## config.mk

```make
export PLATFORM = sky130hd
export DESIGN_NAME = tone_osc
export DESIGN_NICKNAME = d
export VERILOG_FILES = /design/src/rtl/tone_pkg.sv /design/src/rtl/tone_env.sv /design/src/rtl/tone_osc.sv
export SDC_FILE = /design/constraint.sdc
export NUM_CORES = 1
export LEC_CHECK = 0
export CAP_MARGIN = 5
export CELL_PAD_IN_SITES_DETAIL_PLACEMENT = 2
export CELL_PAD_IN_SITES_GLOBAL_PLACEMENT = 2
export CORE_AREA = 2 2 150 108
export CTS_CLUSTER_DIAMETER = 60
export DETAILED_ROUTE_END_ITERATION = 10
export DIE_AREA = 0 0 152 110
export GPL_ROUTABILITY_DRIVEN = 0
export PLACE_DENSITY_LB_ADDON = 0.2
export SLEW_MARGIN = 20
export SYNTH_ARGS = -nofsm -noshare
export SYNTH_HDL_FRONTEND = slang
export SYNTH_SLANG_ARGS = --single-unit
```

## constraint.sdc

```tcl
create_clock -name clk48m -period 3.2 [get_ports clk48m]
set_input_delay 0.8 -clock clk48m [delete_from_list [all_inputs] [get_ports clk48m]]
set_output_delay 0.8 -clock clk48m [all_outputs]
set_load 0.03 [all_outputs]
```

## src/rtl/tone_pkg.sv

```systemverilog
// tone_pkg: shared definitions for the tone oscillator slice.
//   PERIOD_W_DEF : default width of the period input and the phase counter
//   REST_MAX     : largest period value that means "rest" (silence)
//   tone_state_t : oscillator state (IDLE, HIGH, LOW)
//   half()       : length of the LOW phase for a given period (P >> 1)
package tone_pkg;

  localparam int PERIOD_W_DEF = 19;
  localparam int REST_MAX     = 1;

  typedef enum logic [1:0] {
    IDLE = 2'd0,
    HIGH = 2'd1,
    LOW  = 2'd2
  } tone_state_t;

  function automatic logic [PERIOD_W_DEF-1:0] half(input logic [PERIOD_W_DEF-1:0] p);
    return p >> 1;
  endfunction

endpackage

```

## src/rtl/tone_env.sv

```systemverilog
// tone_env: decaying amplitude envelope with PWM gating for tone_osc.
// Only instantiated when TONE_OSC_ENV_EN is defined.
// Ports:
//   clk48m   in   system clock, 48 MHz
//   rst_n    in   asynchronous active-low reset
//   restart  in   new note adopted: amplitude jumps to full scale
//   clr      in   oscillator disabled: amplitude and prescaler cleared
//   gate     out  1 while the free-running PWM counter is below the amplitude
module tone_env #(
  parameter int ENV_STEP = 48000,
  parameter int PWM_W    = 8
) (
  input  logic clk48m,
  input  logic rst_n,
  input  logic restart,
  input  logic clr,
  output logic gate
);

  localparam int PRE_W = (ENV_STEP > 1) ? $clog2(ENV_STEP) : 1;

  logic [PRE_W-1:0] pre_cnt;
  logic [PWM_W-1:0] amp;
  logic [PWM_W-1:0] pwm_cnt;

  // The prescaler restarts with each note so the first decrement comes a
  // full ENV_STEP after the note begins.
  always_ff @(posedge clk48m or negedge rst_n) begin
    if (!rst_n) begin
      pre_cnt <= '0;
      amp     <= '0;
    end else if (clr) begin
      pre_cnt <= '0;
      amp     <= '0;
    end else if (restart) begin
      pre_cnt <= '0;
      amp     <= '1;
    end else if (pre_cnt == PRE_W'(ENV_STEP - 1)) begin
      pre_cnt <= '0;
      if (amp != '0) begin
        amp <= amp - 1'b1;
      end
    end else begin
      pre_cnt <= pre_cnt + 1'b1;
    end
  end

  always_ff @(posedge clk48m or negedge rst_n) begin
    if (!rst_n) begin
      pwm_cnt <= '0;
    end else begin
      pwm_cnt <= pwm_cnt + 1'b1;
    end
  end

  assign gate = (pwm_cnt < amp);

endmodule

```

## src/rtl/tone_osc.sv

```systemverilog
// tone_osc: renders a note period (in clk48m cycles) as a square-wave audio
// bitstream. Period changes are taken only at the end of the LOW phase so
// tones switch without glitches; periods 0 and 1 are rests.
// Optional feature: define TONE_OSC_ENV_EN to add a decaying PWM envelope
// (tone_env) that gates the square wave.
// Ports:
//   clk48m      in   system clock, 48 MHz
//   rst_n       in   asynchronous active-low reset
//   period      in   requested tone period in clocks (level, may change any cycle)
//   enable      in   0 = mute and hold idle
//   audio_out   out  audio bitstream
//   note_start  out  1-cycle pulse when a new non-rest period is adopted
//   active      out  1 while a tone is running (HIGH or LOW)
module tone_osc
  import tone_pkg::*;
#(
  parameter int PERIOD_W = PERIOD_W_DEF
`ifdef TONE_OSC_ENV_EN
  ,
  parameter int ENV_STEP = 48000,
  parameter int PWM_W    = 8
`endif
) (
  input  logic                clk48m,
  input  logic                rst_n,
  input  logic [PERIOD_W-1:0] period,
  input  logic                enable,
  output logic                audio_out,
  output logic                note_start,
  output logic                active
);

  tone_state_t         state, state_nxt;
  logic [PERIOD_W-1:0] period_q;
  logic [PERIOD_W-1:0] period_act, act_nxt;
  logic [PERIOD_W-1:0] phase_cnt, cnt_nxt;
  logic                start_nxt;
  logic                rest_q;
  logic                square;

  // Input register: every decision looks at period_q, never the raw input.
  always_ff @(posedge clk48m or negedge rst_n) begin
    if (!rst_n) begin
      period_q <= '0;
    end else begin
      period_q <= period;
    end
  end

  assign rest_q = (period_q <= PERIOD_W'(REST_MAX));

  // State register
  always_ff @(posedge clk48m or negedge rst_n) begin
    if (!rst_n) begin
      state      <= IDLE;
      period_act <= '0;
      phase_cnt  <= '0;
      note_start <= 1'b0;
    end else begin
      state      <= state_nxt;
      period_act <= act_nxt;
      phase_cnt  <= cnt_nxt;
      note_start <= start_nxt;
    end
  end

  // Next-state logic. phase_cnt counts down and a phase ends when it reads 1.
  // A new period is adopted only from IDLE or at the end of LOW; adopting
  // preloads the HIGH length P - (P >> 1) so odd periods favour HIGH.
  always_comb begin
    state_nxt = state;
    act_nxt   = period_act;
    cnt_nxt   = phase_cnt;
    start_nxt = 1'b0;
    if (!enable) begin
      state_nxt = IDLE;
      act_nxt   = '0;
      cnt_nxt   = '0;
    end else begin
      unique case (state)
        IDLE: begin
          if (!rest_q) begin
            state_nxt = HIGH;
            act_nxt   = period_q;
            cnt_nxt   = period_q - half(period_q);
            start_nxt = 1'b1;
          end
        end
        HIGH: begin
          if (phase_cnt == PERIOD_W'(1)) begin
            state_nxt = LOW;
            cnt_nxt   = half(period_act);
          end else begin
            cnt_nxt = phase_cnt - 1'b1;
          end
        end
        LOW: begin
          if (phase_cnt == PERIOD_W'(1)) begin
            if (period_q == period_act) begin
              state_nxt = HIGH;
              cnt_nxt   = period_act - half(period_act);
            end else if (!rest_q) begin
              state_nxt = HIGH;
              act_nxt   = period_q;
              cnt_nxt   = period_q - half(period_q);
              start_nxt = 1'b1;
            end else begin
              state_nxt = IDLE;
              act_nxt   = '0;
              cnt_nxt   = '0;
            end
          end else begin
            cnt_nxt = phase_cnt - 1'b1;
          end
        end
        default: begin
          state_nxt = IDLE;
          act_nxt   = '0;
          cnt_nxt   = '0;
        end
      endcase
    end
  end

  // Outputs decode straight from the state register, so an asynchronous
  // reset silences the pin immediately.
  always_comb begin
    square = (state == HIGH);
    active = (state != IDLE);
  end

`ifdef TONE_OSC_ENV_EN
  logic env_gate;

  // restart uses the adoption decision itself so full amplitude coincides
  // with the first HIGH cycle of the note.
  tone_env #(
    .ENV_STEP(ENV_STEP),
    .PWM_W   (PWM_W)
  ) u_env (
    .clk48m (clk48m),
    .rst_n  (rst_n),
    .restart(start_nxt),
    .clr    (!enable),
    .gate   (env_gate)
  );

  assign audio_out = square & env_gate;
`else
  assign audio_out = square;
`endif

endmodule

```

==> metrics.md, run 1 <==
| Metric | Value |
|---|---|
| Outcome | complete, no violations |
| DRC | 0 |
| Port buffer count | 24 |
| Initial DRC Count | 312 |
| Core Box Area | 15300 sq um |
| Clock slew at reported path FFs | 0.06 ns |
| Total CTS buffers | 9 |
| Period utilisation layout | 96.9% |
| Worst setup EP type | register |
| Drt wl/cell | 24.3 um |
| Via count | 5803 |
| CP Max Fanout | 5 |
| Design Area, Final | 6780 sq um |
| Die ar. | 16700 sq um |
| Hold buffers post-CTS | 0 |
| Total Power | 3140 uW |
| Seq. cell area | 1500 sq um |
| Max H-tree Level | 3 |
| CP arrival | 3.33 ns |
| Fmax | 322 MHz |
| Antenna cell count | 0 |
| Initial Utilization | 37.6% |
| Boundary Pins | 25 |
| Vias per inst | 6.06 |
| Slew headroom | 45.5% |
| Die width | 152 um |
| Startpoint Class | register |
| Max Cap Viol | 0 |
| Final HPWL DP | 17900 um |
| Remaining Overflow, GRT | 0 |
| Post-Place Cell Area | 6400 sq um |
| Skew-Pair Late Insertion Delay | 0.35 ns |
| Critical-path top delay cell | or3_1 |
| Minimum clock period | 3.10 ns |
| Total wire length | 23200 um |
| Final nets | 838 |
| Area growth syn-to-layout | 18.2% |
| Async set or reset register ratio after synthesis | 100% |
| CP peak stage delay | 0.45 ns |
| Row count | 38 |
| Area of the multi-input gates | 3950 sq um |
| RSZ-0062 raised after global routing | yes |
| Final hold slack | 0.532 ns |
| Static leakage | 0.00294 uW |
| Synth Register Bits | 60 |
| Die height | 110 um |
| Crit path kind | register to register |
| Average size of a mapped cell | 8.10 sq um |
| Number of antenna-violating nets in the routed design | 0 |
| Power Density | 463 nW/um^2 |
| Vias in the first global route | 6229 |
| Filler cell count | 1730 |
| Count of final setup violators | 0 |
| CTS tree | done |
| Gate Count Post-Synth | 708 |
| Commonest non-fill, non-tap cell in the layout | nand2_1 |
| Clock Skews | 0.00401 ns |
| YS warnings | 0 |
| Hold Vio Cnt, Final | 0 |
| Critical path, cell by cell | inv_1, ha_2, or3_1, or3_4, a211oi_4, or4_4, a211o_1, o211ai_1, a221oi_2, o211ai_1 |
| Post-Syn Nets | 793 |
| Initial antenna violation count | 0 |
| Final Max Tran Viols | 0 |
| Worst-Margin Slew | 0.817 ns |
| Post-synth EDFFs | 0 |
| TritonRoute pass-1 iters | 4 |
| Most frequent cells in the layout | 79 x nand2_1, 60 x inv_1, 60 x ha_1, 58 x dfrtp_1, 51 x o21ai_0 |
| Clock root cell | clkbuf_16 |
| Total GRT Usage | 28.1% |
| Worst Hold Class | register to register |
| Largest net degree at the start of global routing | 39 |
| Sum of negative setup slack | 0 ns |
| Wire length of the first global-routing pass | 36000 um |
| Synth Flop Type | dfrtp_1 |
| Clock Sinks | 60 |
| Sequential share of the synthesized area | 26.2% |
| Yosys cell types | 70 |
| Layout cells sized above 1 | 11.7% |
| Peak VDD IR | 253 uV |
| Required time of the worst setup path | 3.42 ns |
| Cell area after synthesis | 5740 sq um |
| CTS max path bufs | 2 |
| Crit-path most repeated cell | o211ai_1 |
==> worst paths after layout <==
check	from	endpoint	slack (ns)	cells after the start
hold / removal	period_act[0]	period_act[0]	0.53	2
max in group asynchronous	rst_n	period_q[10]	1.98	2
hold reg to reg	period_act[0]	period_act[0]	0.53	2
min in group asynchronous	rst_n	phase_cnt[13]	0.54	1
setup reg to reg	period_q[10]	phase_cnt[17]	0.1	10
setup / recovery	period_q[10]	phase_cnt[17]	0.1	10
==> what timing repair did <==
action,in CTS,in global routing
hold endpoints to repair,0,0
buffers inserted,0,0
resized for setup,5,13
pin swaps,0,3
endpoints found under the setup margin,3,5
==> per-layer routing <==
layer / up-vias / global-route usage [%] / wire, um
met2: 142 / 46.8 / 10800
met5: - / 0 / 0
met4: 0 / 10.2 / 571
li1: 2644 / - / -
met3: 41 / 5.20 / 1020
met1: 2976 / 37.1 / 10800
==> cells in the mapped netlist (7+ instances only) <==
library cell / number / share of area (%)
a211oi_1: 7 / 0.92
a31oi_1: 7 / 0.76
nand3_1: 14 / 1.2
nor3_1: 20 / 1.7
or3_1: 11 / 1.2
dfrtp_1: 60 / 26
xor2_1: 14 / 2.1
a21oi_1: 39 / 3.4
nand2_1: 79 / 5.2
a22oi_1: 9 / 1.2
o221ai_1: 7 / 1.1
nor2_1: 42 / 2.7
o21bai_1: 7 / 0.92
xnor2_1: 45 / 6.9
inv_1: 60 / 3.9
nand4_1: 7 / 0.76
a21o_1: 11 / 1.4
ha_1: 61 / 13
o21a_1: 9 / 1.2
o21ai_0: 51 / 4.4
o31ai_1: 7 / 0.92
nand2b_1: 9 / 0.98
clkbuf_1: 20 / 1.3
==> metrics by stage <==
stage / util [%] / instances / setup slack [ns]
2_1_floorplan: - / 708 / 0.398
3_3_place_gp: 42.0 / 942 / 0.121
3_5_place_dp: 42.0 / 942 / -0.171
4_1_cts: 44.1 / 958 / 0.0362
5_1_grt: 44.4 / 958 / -0.00320
6_report: 44.4 / 958 / 0.0977
==> area by class of cell <==
cell class,instances,area share [%]
Multi-Input combinational cell,561,58.3
Clock inverter,7,1.13
Inverter,60,3.32
Sequential cell,60,22.2
Clock buffer,9,3.32
Tap cell,200,3.69
Timing Repair Buffer,61,8.12
==> state kept, by name, summed over array words and instances, names as in the netlist <==
name / cells
note_start: 1
period_act: 19
phase_cnt: 19
period_q: 19
state: 2
==> critical path, delay by kind of cell (launching register included) <==
family	cells	cell delay (ns)
AO/OA/AOI/OAI	5	1.02
adder cells (fa/ha/maj)	1	0.33
buffers and inverters	1	0.12
flip-flops	1	0.44
AND/OR/NAND/NOR	3	1.07
==> cell families (layout without fill, tap and decap cells) <==
| group | Yosys count | count (layout) | synth area share, % |
|---|---|---|---|
| AND/OR/NAND/NOR | 226 | 226 | 19.5 |
| adder cells (fa/ha/maj) | 63 | 63 | 14.0 |
| flip-flops | 60 | 60 | 26.2 |
| AO/OA/AOI/OAI | 211 | 211 | 24.6 |
| multiplexers | 2 | 2 | 0.349 |
| XOR/XNOR | 59 | 59 | 9.01 |
| buffers and inverters | 87 | 137 | 6.32 |
==> power by group <==
part	leakage, uW	switching [uW]	internal, uW
Combinational	0.00204	691	485
Sequential	0.000763	111	826
Clock	0.000142	420	607
Note: power is estimated with default switching activity, not from simulation.
==> run 2: changes to the inputs <==
--- a/config.mk
+++ b/config.mk
@@ -13,6 +13,7 @@
 export DETAILED_ROUTE_END_ITERATION = 10
 export DIE_AREA = 0 0 152 110
 export GPL_ROUTABILITY_DRIVEN = 0
+export GPL_TIMING_DRIVEN = 0
 export PLACE_DENSITY_LB_ADDON = 0.2
 export SLEW_MARGIN = 20
 export SYNTH_ARGS = -nofsm -noshare
==> metrics.md, run 2 (synthesis results as in run 1) <==
| Metric | Value |
|---|---|
| Crit path kind | register to output pin |
| Total CTS buffers | 9 (unchanged) |
| Final Max Tran Viols | 0 (unchanged) |
| Die width | 152 um (unchanged) |
| Total wire length | 22900 um (-1.4%) |
| Wire length of the first global-routing pass | 35800 um (-0.65%) |
| Vias per inst | 5.94 (-2.0%) |
| Power Density | 477 nW/um^2 (+3.0%) |
| Worst setup EP type | output pin |
| Setup slack, reg-to-reg | 0.09 ns (about the same) |
| Initial DRC Count | 363 (+16%) |
| Required time of the worst setup path | 2.40 ns (-1.02 ns) |
| Antenna cell count | 0 (unchanged) |
| Post-Place Cell Area | 6240 sq um (-2.5%) |
| Largest net degree at the start of global routing | 48 (+23%) |
| Most frequent cells in the layout | 79 x nand2_1, 61 x ha_1, 60 x inv_1, 57 x dfrtp_1, 51 x o21ai_0 |
| Top flop regs | period_act: 19 flops, period_q: 19 flops, phase_cnt: 19 flops |
| Startpoint Class | register |
| Reg2Reg Launch Point | period_q[0] |
| CTS max path bufs | 2 (unchanged) |
| Critical path's top delay family | buffers and inverters |
| Die ar. | 16700 sq um (unchanged) |
| Critical path, cell by cell | clkbuf_1, nand2b_1, inv_1, clkbuf_2, clkdlybuf4s15_1 |
| TritonRoute pass-1 iters | 5 (+1) |
| Area growth syn-to-layout | 17.8% |
| Depth of the worst register-to-register path | 11 (+1) |
| DRC | 0 (unchanged) |
| RSZ-0062 raised after global routing | yes |
| Skew-Pair Late Insertion Delay | 0.36 ns (about the same) |
| Clk network pwr share | 34.7% (+2.0 points) |
| CP arrival | 2.31 ns (-1.02 ns) |
| Boundary Pins | 25 (unchanged) |
| Vias in the first global route | 6020 (-3.4%) |
| Peak VDD IR | 198 uV (-22%) |
| Switching power | 1230 uW (+0.92%) |
| Worst setup startpoint | state[1] |
| CP Max Fanout | 10 (+5) |
| Final nets | 831 (-0.84%) |
| Remaining Overflow, GRT | 0 (unchanged) |
| Number of antenna-violating nets in the routed design | 0 (unchanged) |
| Initial antenna violation count | 0 (unchanged) |
| Initial Utilization | 37.6% (unchanged) |
| Drt wl/cell | 24.1 um (-0.65%) |
| Clock Skews | 0.0100 ns (+0.00600 ns) |
| Layout cells sized above 1 | 11.1% (-0.69 points) |
| Hold Vio Cnt, Final | 0 (unchanged) |
| Clock Sinks | 60 (unchanged) |
| Fmax | 322 MHz (-0.20%) |
| Logic gate share of total power | 36.5% (-0.9 points) |
| Static leakage | 0.00289 uW (-1.7%) |
| Die height | 110 um (unchanged) |
| Period utilisation layout | 97.1% (+0.19 points) |
| Total GRT Usage | 28.0% (-0.13 points) |
| Count of final setup violators | 0 (unchanged) |
| CTS tree | done |
| Worst Hold Class | primary input to async pin |
| Worst-Margin Slew | 0.720 ns (-0.0977 ns) |
| Max H-tree Level | 3 (unchanged) |
| Clock slew at reported path FFs | 0.07 ns (about the same) |
| Critical-path top delay cell | clkdlybuf4s15_1 |
| Minimum clock period | 3.11 ns (+0.00610 ns) |
| Final HPWL DP | 17900 um (+0.24%) |
| Reg2reg end | phase_cnt[16] |
| Worst path bufs/invs | 4 (+3) |
| Commonest non-fill, non-tap cell in the layout | nand2_1 |
| CP peak stage delay | 0.42 ns (-0.03 ns) |
| Via count | 5648 (-2.7%) |
| Cell Int Power | 1990 uW (+3.7%) |
| Clock root cell | clkbuf_16 |
| Reg power frac | 28.8% (-1.0 points) |
| Row count | 38 (unchanged) |
| Design Area, Final | 6760 sq um (-0.37%) |
| Max Cap Viol | 0 (unchanged) |
| Hold buffers post-CTS | 0 (unchanged) |
| Slew headroom | 51.5% (+6.0 points) |
| Final core occ | 44.3% (-0.16 points) |
| Core Box Area | 15300 sq um (unchanged) |
| Port buffer count | 23 (-4.2%) |
| Sw Share | 38.3% (-0.66 points) |
| Outcome | complete, no violations |
-- run 2: worst reg2reg max path: cells and delay by family (launching register included) --
kind,cells,cell delay (ns)
buffers and inverters,1,0.07
and+or+nand+nor,4,0.90
adders and majority gates,2,0.66
DFF,1,0.43
AOI/OAI and AO/OA,4,0.99
-- run 2: power by group through the flow --
stage,Sequential [uW],Clock [uW],Combinational [uW]
global route,942,1170,1290
finish,929,1120,1180
global placement,936,0,1040
detailed placement,942,0,1100
CTS,928,1140,1130
floorplan,908,0,764
-- run 2: through the flow --
stage	setup TNS, ns	total power (uW)	hold WS [ns]	std cells	setup WS (ns)
2_1_floorplan	0	1670	0.492	708	0.398
3_3_place_gp	-53.62	1970	0.523	931	-0.877
3_5_place_dp	-4.02	2040	0.552	932	-0.503
4_1_cts	-0.0821	3200	0.305	949	-0.0403
5_1_grt	-0.262	3400	0.317	951	-0.108
6_report	0	3220	0.309	951	0.0916
-- run 2: worst max path at each step --
| stage | to | slack, ns | depth (start not counted) |
|---|---|---|---|
| floorplan | phase_cnt[18] | 0.40 | 11 |
| global placement | period_q[5] | -0.88 | 1 |
| detailed placement | phase_cnt[18] | -0.50 | 10 |
| CTS | phase_cnt[18] | -0.04 | 10 |
| global route | phase_cnt[18] | -0.11 | 12 |
| finish | audio_out | 0.09 | 5 |
-- run 2: metal layers --
metal,part of all wire [%],GRT usage (%)
met4,0.99,4.74
met1,48,38.6
met3,5.4,6.88
met5,0,0
met2,46,45.7
-- run 2: layout make-up --
cell class | count | area, sq um
clock inverter | 7 | 100
timing repair buffer | 28 | 285
inverter | 60 | 225
tap | 200 | 250
clock buffer | 9 | 225
fill | 1712 | 8500
sequential | 60 | 1510
buffer | 26 | 146
multi-input combinational | 561 | 4020
-- run 2: what timing repair did --
action / in CTS / in global routing
cloned: 0 / 0
pin swaps: 1 / 3
buffers inserted: 2 / 2
resized for setup: 24 / 28
setup endpoints to repair: 29 / 38
==> run 3: changes to the inputs <==
--- a/config.mk
+++ b/config.mk
@@ -15,7 +15,6 @@
 export GPL_ROUTABILITY_DRIVEN = 0
 export GPL_TIMING_DRIVEN = 0
 export PLACE_DENSITY_LB_ADDON = 0.2
-export SLEW_MARGIN = 20
 export SYNTH_ARGS = -nofsm -noshare
 export SYNTH_HDL_FRONTEND = slang
 export SYNTH_SLANG_ARGS = --single-unit
==> metrics.md, run 3 (synthesis results as in run 1) <==
| Metric | Value |
|---|---|
| Clock Skews | 0.00984 ns (-0.000171 ns) |
| Die ar. | 16700 sq um (unchanged) |
| Peak VDD IR | 199 uV (+0.46%) |
| Total CTS buffers | 9 (unchanged) |
| Crit path kind | register to register |
| Post-Place Cell Area | 6220 sq um (-0.44%) |
| Final nets | 827 (-0.48%) |
| Commonest non-fill, non-tap cell in the layout | nand2_1 |
| Initial Utilization | 37.6% (unchanged) |
| Critical-path top delay cell | or4_4 |
| Die height | 110 um (unchanged) |
| Crit-path most repeated cell | o211ai_1 |
| Vias per inst | 6.03 (+1.5%) |
| Clock slew at reported path FFs | 0.06 ns (about the same) |
| Design Area, Final | 6740 sq um (-0.24%) |
| Core Box Area | 15300 sq um (unchanged) |
| Fmax | 314 MHz (-2.4%) |
| Antenna cell count | 0 (unchanged) |
| Largest net degree at the start of global routing | 61 (+27%) |
| Worst-Margin Slew | 0.894 ns (+0.174 ns) |
| Wire length of the first global-routing pass | 35700 um (-0.15%) |
| Via count | 5710 (+1.1%) |
| Die width | 152 um (unchanged) |
| Critical path's top delay family | compound AO/OA/AOI/OAI gates |
| CTS tree | done |
| RSZ-0062 raised after global routing | yes |
| Max H-tree Level | 3 (unchanged) |
| Initial DRC Count | 349 (-3.9%) |
| Worst Hold Class | register to register |
| Worst path bufs/invs | 1 (-3) |
| Required time of the worst setup path | 3.45 ns (+1.05 ns) |
| Layout cells sized above 1 | 11.2% (+0.19 points) |
| CTS max path bufs | 2 (unchanged) |
| Worst setup EP type | register |
| Skew-Pair Late Insertion Delay | 0.35 ns (about the same) |
| Static leakage | 0.00286 uW (-0.99%) |
| Power Density | 466 nW/um^2 (-2.4%) |
| CP peak stage delay | 0.58 ns (+0.16 ns) |
| Top flop regs | period_act: 19 flops, period_q: 19 flops, phase_cnt: 19 flops |
| CP Max Fanout | 4 (-6) |
| Remaining Overflow, GRT | 0 (unchanged) |
| Minimum clock period | 3.18 ns (+0.0749 ns) |
| Port buffer count | 23 (unchanged) |
| Count of final setup violators | 0 (unchanged) |
| DRC | 0 (unchanged) |
| Clock Sinks | 60 (unchanged) |
| Total wire length | 23400 um (+2.2%) |
| Initial antenna violation count | 0 (unchanged) |
| Hold Vio Cnt, Final | 0 (unchanged) |
| Hold buffers post-CTS | 0 (unchanged) |
| CP arrival | 3.44 ns (+1.13 ns) |
| Startpoint Class | register |
| Boundary Pins | 25 (unchanged) |
| Final Max Tran Viols | 0 (unchanged) |
| Area growth syn-to-layout | 17.5% |
| Final HPWL DP | 17700 um (-1.0%) |
| Number of antenna-violating nets in the routed design | 0 (unchanged) |
| Drt wl/cell | 24.7 um (+2.6%) |
| Most frequent cells in the layout | 79 x nand2_1, 60 x inv_1, 60 x ha_1, 56 x dfrtp_1, 50 x o21ai_0 |
| Slew headroom | 40.4% (-11 points) |
| Row count | 38 (unchanged) |
| Final core occ | 44.2% (-0.11 points) |
| Max Cap Viol | 0 (unchanged) |
| Vias in the first global route | 6083 (+1.0%) |
| Period utilisation layout | 99.5% (+2.3 points) |
| Total GRT Usage | 27.8% (-0.21 points) |
| Outcome | complete, no violations |
| Clock root cell | clkbuf_16 |
| TritonRoute pass-1 iters | 5 (unchanged) |
| Critical path, cell by cell | inv_1, ha_1, nand2b_1, a21oi_1, a211oi_4, or4_4, a211o_1, o211ai_1, a221oi_1, o211ai_1 |
-- run 3: cell types whose count changed in the layout (fill, tap and decap cells not counted), sizes merged --
cell,previous run,this run
buf,14,10
bufinv,2,1
clkbuf,27,29
clkdlybuf4s15,1,0
clkinv,1,3
clkinvlp,3,2
inv,61,60
-- run 3: what timing repair did --
action,in CTS,in global routing
buffers inserted,0,1
pin swaps,1,3
endpoints found under the hold margin,0,0
gates resized for setup,31,31
setup endpoints to repair,32,33
-- run 3: layout make-up --
| cell class | count | area [sq um] |
|---|---|---|
| inverter | 60 | 225 |
| clock inverter | 6 | 63.8 |
| clock buffer | 10 | 239 |
| tap | 200 | 250 |
| fill | 1699 | 8520 |
| sequential | 60 | 1510 |
| buffer | 26 | 146 |
| multi-input combinational | 561 | 4080 |
| timing repair buffer | 24 | 230 |
-- run 3: path summary, 6_finish.rpt --
kind	from	to	slack, ns	cells after the start
max	period_q[6]	phase_cnt[17]	0.02	10
min	phase_cnt[1]	phase_cnt[1]	0.56	2
max reg2reg	period_q[6]	phase_cnt[17]	0.02	10
min reg2reg	phase_cnt[1]	phase_cnt[1]	0.56	2
max in group asynchronous	rst_n	period_act[1]	1.97	1
min in group asynchronous	rst_n	phase_cnt[14]	0.58	1
-- run 3: stage by stage --
step / total power, uW / setup WS [ns] / cells / hold slack [ns] / TNS, ns
detailed placement: 2030 / -0.521 / 931 / 0.553 / -4.45
global placement: 1970 / -0.877 / 931 / 0.523 / -53.62
global route: 3300 / -0.0803 / 947 / 0.586 / -0.162
floorplan: 1670 / 0.398 / 708 / 0.492 / 0
CTS: 3100 / 0.00273 / 946 / 0.567 / 0
finish: 3140 / 0.0167 / 947 / 0.557 / 0
-- run 3: routing by layer --
| layer | global-route usage [%] | wire [um] | up-vias |
|---|---|---|---|
| li1 | - | - | 2631 |
| met1 | 38.2 | 11200 | 2944 |
| met2 | 47.7 | 11100 | 122 |
| met3 | 4.69 | 943 | 13 |
| met4 | 3.60 | 174 | 0 |
| met5 | 0 | 0 | - |
-- run 3: worst register-to-register path, delay by kind of cell (launching register included) --
kind / cells / cell delay, ns
compound gates: 6 / 1.35
simple gates: 2 / 0.81
flops: 1 / 0.45
fa+ha+maj: 1 / 0.31
buf+inv: 1 / 0.16
-- run 3: where the power goes --
group	leakage [uW]	internal [uW]	switching, uW
sequential	0.000761	826	104
clock	0.000144	623	403
combinational	0.00196	471	711
total	0.00286	1920	1220
